## src/rtl/cnt_pkg.sv

```systemverilog
// rtl/cnt_pkg.sv - shared mode encoding and direction constants for the up/down bounce counter
package cnt_pkg;

  typedef enum logic [1:0] {
    CNT_UP     = 2'b00,
    CNT_DOWN   = 2'b01,
    CNT_BOUNCE = 2'b10,
    CNT_HOLD   = 2'b11
  } cnt_mode_e;

  localparam logic DIR_UP   = 1'b0;
  localparam logic DIR_DOWN = 1'b1;

endpackage

```

## src/rtl/cnt_dwell_timer.sv

```systemverilog
// rtl/cnt_dwell_timer.sv - endpoint dwell down-counter, only built with CNT_DWELL_EN
`ifdef CNT_DWELL_EN
module cnt_dwell_timer #(
  parameter int DWELL = 2
) (
  input  logic CP,
  input  logic CLEAR_N,
  input  logic clr,
  input  logic start,
  input  logic tick,
  output logic busy,
  output logic done
);

  localparam int CW = (DWELL > 0) ? $clog2(DWELL + 1) : 1;
  localparam logic [CW-1:0] LOAD_CNT = CW'(DWELL);

  logic [CW-1:0] cnt;

  always_ff @(posedge CP or negedge CLEAR_N) begin
    if (!CLEAR_N) begin
      cnt <= '0;
    end else if (clr) begin
      cnt <= '0;
    end else if (start) begin
      cnt <= LOAD_CNT;
    end else if (tick && busy) begin
      cnt <= cnt - 1'b1;
    end
  end

  assign busy = (cnt != '0);
  // last held cycle; the following enabled step executes
  assign done = (cnt == CW'(1)) && tick;

endmodule
`endif

```

## src/rtl/updown_bounce_counter.sv

```systemverilog
// rtl/updown_bounce_counter.sv - parametrised up/down-wrap/bounce counter; endpoint dwell enabled by CNT_DWELL_EN
module updown_bounce_counter
  import cnt_pkg::*;
#(
  parameter int WIDTH = 4,
  parameter int DWELL = 2
) (
  input  logic             CP,
  input  logic             CLEAR_N,
  input  logic             EN,
  input  logic             LOAD,
  input  logic [WIDTH-1:0] LOAD_VAL,
  input  logic [WIDTH-1:0] LO,
  input  logic [WIDTH-1:0] HI,
  input  logic [1:0]       MODE,
  output logic [WIDTH-1:0] out,
  output logic             DIR,
  output logic             WRAP
);

  cnt_mode_e        mode;
  logic [WIDTH-1:0] lo_p1;
  logic [WIDTH-1:0] step_out;
  logic [WIDTH-1:0] nxt_out;
  logic             step_dir;
  logic             step_evt;
  logic             nxt_dir;
  logic             nxt_wrap;
  logic             in_range;
  logic             dwell_hold;

  assign mode     = cnt_mode_e'(MODE);
  assign lo_p1    = LO + 1'b1;
  assign in_range = (out >= LO) && (out <= HI);

  if (WIDTH < 2) begin : g_bad_width
    $error("updown_bounce_counter: WIDTH must be at least 2");
  end

  // in-range step for the current mode, before any endpoint dwell
  always_comb begin
    step_out = out;
    step_dir = DIR;
    step_evt = 1'b0;
    case (mode)
      CNT_UP: begin
        step_dir = DIR_UP;
        if (out == HI) begin
          step_out = LO;
          step_evt = 1'b1;
        end else begin
          step_out = out + 1'b1;
        end
      end
      CNT_DOWN: begin
        step_dir = DIR_DOWN;
        if (out == LO) begin
          step_out = HI;
          step_evt = 1'b1;
        end else begin
          step_out = out - 1'b1;
        end
      end
      CNT_BOUNCE: begin
        if (DIR == DIR_UP) begin
          if (out == HI) begin
            step_out = HI - 1'b1;
            step_dir = DIR_DOWN;
            step_evt = 1'b1;
          end else begin
            step_out = out + 1'b1;
          end
        end else if (out > lo_p1) begin
          step_out = out - 1'b1;
        end else if (out == lo_p1) begin
          step_out = LO;
          step_dir = DIR_UP;
          step_evt = 1'b1;
        end else begin
          // descending while already at LO (entered from down-wrap): turn upward
          step_out = lo_p1;
          step_dir = DIR_UP;
          step_evt = 1'b1;
        end
      end
      default: ;
    endcase
  end

  always_comb begin
    nxt_out  = out;
    nxt_dir  = DIR;
    nxt_wrap = 1'b0;
    if (LOAD) begin
      nxt_out = LOAD_VAL;
      nxt_dir = (mode == CNT_DOWN) ? DIR_DOWN : DIR_UP;
    end else if (EN) begin
      if (LO >= HI) begin
        nxt_out = LO;
        nxt_dir = DIR_UP;
      end else if (!in_range) begin
        case (mode)
          CNT_UP, CNT_BOUNCE: begin
            nxt_out = LO;
            nxt_dir = DIR_UP;
          end
          CNT_DOWN: begin
            nxt_out = HI;
            nxt_dir = DIR_DOWN;
          end
          default: ;
        endcase
      end else if (mode != CNT_HOLD && !dwell_hold) begin
        nxt_out  = step_out;
        nxt_dir  = step_dir;
        nxt_wrap = step_evt;
      end
    end
  end

`ifdef CNT_DWELL_EN
  logic moving;
  logic dwell_clr;
  logic dwell_start;
  logic dwell_busy;
  logic dwell_done;

  assign moving      = EN && !LOAD && (LO < HI) && in_range && (mode != CNT_HOLD);
  assign dwell_clr   = LOAD || (EN && ((LO >= HI) || !in_range));
  // landing on an endpoint arms the dwell; the departing step waits for it
  assign dwell_start = moving && !dwell_busy && ((step_out == LO) || (step_out == HI));
  assign dwell_hold  = dwell_busy;

  cnt_dwell_timer #(.DWELL(DWELL)) u_dwell (
    .CP      (CP),
    .CLEAR_N (CLEAR_N),
    .clr     (dwell_clr),
    .start   (dwell_start),
    .tick    (moving),
    .busy    (dwell_busy),
    .done    (dwell_done)
  );
`else
  assign dwell_hold = 1'b0;

  if (DWELL < 0) begin : g_bad_dwell
    $error("updown_bounce_counter: DWELL must be non-negative");
  end
`endif

  always_ff @(posedge CP or negedge CLEAR_N) begin
    if (!CLEAR_N) begin
      out  <= '0;
      DIR  <= DIR_UP;
      WRAP <= 1'b0;
    end else begin
      out  <= nxt_out;
      DIR  <= nxt_dir;
      WRAP <= nxt_wrap;
    end
  end

endmodule

```

## config.mk

```make
export PLATFORM = sky130hd
export DESIGN_NAME = updown_bounce_counter
export DESIGN_NICKNAME = d
export VERILOG_FILES = /design/src/rtl/cnt_pkg.sv /design/src/rtl/cnt_dwell_timer.sv /design/src/rtl/updown_bounce_counter.sv
export SDC_FILE = /design/constraint.sdc
export NUM_CORES = 1
export LEC_CHECK = 0
export BUFFER_PORTS_ARGS = -buffer_cell sky130_fd_sc_hd__buf_2
export CORE_ASPECT_RATIO = 2
export CORE_MARGIN = 5
export CORE_UTILIZATION = 55
export CTS_BUF_LIST = sky130_fd_sc_hd__clkbuf_8
export CTS_CLUSTER_SIZE = 8
export DETAILED_ROUTE_END_ITERATION = 7
export PLACE_DENSITY = 0.89
export SLEW_MARGIN = 10
export SYNTH_ARGS = -nofsm -noshare
export SYNTH_HDL_FRONTEND = slang
export SYNTH_SLANG_ARGS = --single-unit
```

## constraint.sdc

```tcl
create_clock -name CP -period 2.4 [get_ports CP]
set_input_delay 0.48 -clock CP [delete_from_list [all_inputs] [get_ports CP]]
set_output_delay 0.48 -clock CP [all_outputs]
set_load 0.02 [all_outputs]
```

==> flow_metrics.py <==
metrics = {
    "critical_path": {
        "crit_path_start_kind": "input port",
        "cp_cell_sequence": "buf_4 > nand3_4 > xnor2_4 > ha_4 > buf_4 > a211oi_1 > a31oi_2 > a31oi_1 > o2111ai_1 > o21ai_1 > o21ai_1",
        "cp.buffers_inverters": 2,
        "critPathMaxStageDelay_ps": 470,
        "crit_fanout": 4,
        "timing.critical_path.required_ps": 2490,
        "timing_worst_setup_path_type": "input port to register",
        "capturing_element_type_of_the_critical_path": "register",
        "cp_data_arrival_time_ps": 2780,
        "cpLargestDelayFamily": "compound AO/OA/AOI/OAI gates",
        "timing.critical_path.slowest_stage_cell": "a211oi_1",
    },
    "grt": {
        "vias_in_the_first_global_route": 2151,
        "grt_use_met1_pct": 42.6,
        "antenna_violations_before_repair": 0,
        "globalRoute.totalOverflow": 0,
        "gr-usage-met3_pct": 8.49,
        "grtUsageMet2_pct": 62.2,
        "globalRoute.busiestLayer": "met2",
        "grt_first_pass_wirelength_um": 11200,
        "grt_max_degree": 14,
        "global_route.usage.total_pct": 38.8,
    },
    "synthesis": {
        "yosys-top-cells-area": "ha_1, dfrtp_1, inv_1, a21oi_1, o21ai_0",
        "yosysSeqAreaShare_pct": 9.76,
        "ys_seq_elements": 6,
        "synthesis.nets": 226,
        "synthArstFlopShare_pct": 100,
        "ys_warn_count": 0,
        "synth_top_cell_area_share_pct": 19.5,
        "netlist_area_um2": 1540,
        "synth.avg_cell_area_um2": 8.36,
        "ys_dominant_reg_cell": "dfrtp_1",
        "synth_cell_type_count": 57,
        "synthDominantAreaCellType": "ha_1",
        "syn-instance-count": 184,
        "synth-edff-count": 0,
    },
    "die": {
        "die-area_um2": 4020,
        "fp.coreArea_um2": 2740,
        "num_io_pins": 24,
        "die_x_um": 47.4,
        "initial_utilization_pct": 56.2,
        "floorplan.die.height_um": 84.8,
        "rows": 27,
    },
    "drt": {
        "wirelength_um": 9800,
        "drc": 0,
        "vias_per_cell": 7.85,
        "antenna_left": 0,
        "dr.pass1.iters": 8,
        "num_vias": 2372,
        "wire_per_inst_um": 32.4,
        "drt_iter0_markers": 352,
    },
    "layout": {
        "layout.filler_cells": 93,
        "insertedDiodeCount": 0,
        "area_of_the_multi_input_gates_um2": 1550,
        "drive_gt1_share_pct": 55.7,
        "flow.area_growth_from_synthesis_pct": 64.8,
        "num-nets-final": 317,
        "final_design_area_no_fill_um2": 2540,
        "seqCellArea_um2": 154,
    },
    "timing": {
        "post-route-period-util_pct": 112,
        "fmax_mhz": 373,
        "grt_setup_unrepaired": "yes",
        "hold_violations": 0,
        "timing.clock.skew_ps": 1.33,
        "timing.final.crit_period_ps": 2680,
        "max_slew.worst_pin.slew_ps": 580,
        "finalMaxSlewViolations": 0,
        "hold-worst-slack_ps": 82.6,
        "max-slew-margin-rel_pct": 61.3,
        "final_worst_path_setup_slack_ps": -284,
        "setup_violations": 5,
    },
    "pwr": {
        "power_leakage_nw": 1.16,
        "power.density_cell_area_nw_per_um2": 613,
        "max-vdd-ir-drop_mv": 0.627,
    },
    "run": {
        "maxCapViolCount": 0,
    },
    "clock_tree": {
        "cts_htree_levels": 1,
        "max-clock-path-buffers": 2,
        "clock_latency_ps": 230,
        "clock_sinks": 6,
        "clk_root_buffer_cell": "clkbuf_8",
        "cts_hold_buffers": 0,
        "tritoncts_clock_tree": "yes",
        "tritoncts.num_buffers": 3,
        "clkTransAtPathRegs_ps": 40,
    },
    "placement": {
        "placed_area_um2": 1970,
        "port_buffers": 23,
        "routabilityCongestion": 1.19,
        "detailed_place_hpwl_um": 4600,
    },
    "outcome": {
        "run_status": "finished with violations",
        "failed_checks": "setup timing",
    },
    "worst_hold_path": {
        "hp-class": "input port to async pin",
    },
}
## flip-flops by register name, indices dropped and copies added, names as in the netlist
name  count
DIR       1
WRAP      1
out       4
## per-layer routing
metal | part of all wire [%] | vias to the layer above
met1 | 29 | 1038
met2 | 45 | 311
met3 | 13 | 127
met4 | 12 | 0
met5 | 0 | -
li1 | - | 896
## final cells by class
type / instances / share of cell area, %
Timing Repair Buffer: 92 / 27.2
Clock buffer: 3 / 1.63
Multi-Input combinational cell: 155 / 61.0
Tap cell: 29 / 1.43
Sequential cell: 6 / 6.07
Inverter: 17 / 2.61
## worst paths after layout
kind / startpoint / to / slack [ps] / cells past startpoint
setup / recovery: LO[2] / out[3]$_DFFE_PN0P_ / -280 / 11
hold / removal: CLEAR_N / DIR$_DFFE_PN0P_ / 80 / 1
setup reg to reg: out[2]$_DFFE_PN0P_ / DIR$_DFFE_PN0P_ / -250 / 11
hold reg to reg: out[0]$_DFFE_PN0P_ / out[0]$_DFFE_PN0P_ / 790 / 3
max in group asynchronous: CLEAR_N / out[3]$_DFFE_PN0P_ / 2140 / 1
min in group CP: LOAD_VAL[0] / out[0]$_DFFE_PN0P_ / 550 / 3
## what timing repair did
item | 4_1_cts | 5_1_grt
pin swaps | 12 | 24
endpoints found under the setup margin | 6 | 6
buffers inserted | 6 | 16
gates resized for setup | 22 | 61
## where the power goes
group	switching [mW]	internal [mW]
Combinational	0.686	0.556
Sequential	0.0340	0.117
Clock	0.0534	0.109
Total	0.773	0.782
## layout by cell type (no fill, tap or decap), types with 2 or more instances in the layout
cell / Yosys / final
a22oi_1: 2 / 2
dfrtp_2: 0 / 3
nor2_4: 0 / 2
a31oi_1: 4 / 3
a211oi_1: 3 / 3
ha_1: 24 / 15
a221oi_2: 3 / 4
buf_2: 0 / 20
o21ai_2: 0 / 4
ha_4: 0 / 8
xnor2_2: 0 / 2
nor3_1: 4 / 4
xor2_1: 2 / 2
clkbuf_8: 3 / 3
and3_4: 1 / 2
o211ai_1: 6 / 6
xnor2_1: 5 / 2
inv_1: 17 / 12
nand2b_4: 0 / 2
nor2b_1: 2 / 2
nor2_1: 9 / 8
nand3_1: 4 / 2
o21ai_0: 11 / 2
o21ai_1: 2 / 6
a21o_1: 4 / 4
o2111ai_1: 3 / 3
dfrtp_1: 6 / 3
inv_2: 0 / 4
a21oi_1: 11 / 10
nand2_1: 14 / 14
buf_4: 0 / 61
buf_6: 2 / 10
nor4_1: 2 / 2
a21oi_4: 1 / 3
## kinds of logic after synthesis
family	count (synthesis)	synth area share [%]
AND/OR/NAND/NOR	50	18.8
multiplexers	2	1.38
flip-flops	6	9.76
adder cells (fa/ha/maj)	24	19.5
AO/OA/AOI/OAI	72	36.2
XOR/XNOR	7	3.98
buffers and inverters	23	10.4
## metrics by stage
stage	worst slack [ps]	util, %	setup TNS, ps	power, mW	cells
finish	-284	92.7	-773	1.55	302
global route	-320	92.7	-950	1.59	302
detailed placement	-359	71.9	-1610	0.912	278
global placement	-296	71.9	-1430	0.884	278
floorplan	-14.0	-	-14.0	0.610	184
CTS	-9.53	78.8	-9.53	1.17	287
## cells in the mapped netlist (3+ instances only)
master / instances
ha_1: 24
inv_1: 17
nand2_1: 14
a21oi_1: 11
o21ai_0: 11
nor2_1: 9
dfrtp_1: 6
o211ai_1: 6
xnor2_1: 5
a21o_1: 4
a31oi_1: 4
nand3_1: 4
nor3_1: 4
a211oi_1: 3
a221oi_1: 3
a221oi_2: 3
clkbuf_8: 3
o2111ai_1: 3
No activity file was read; power rests on OpenSTA's default activity.
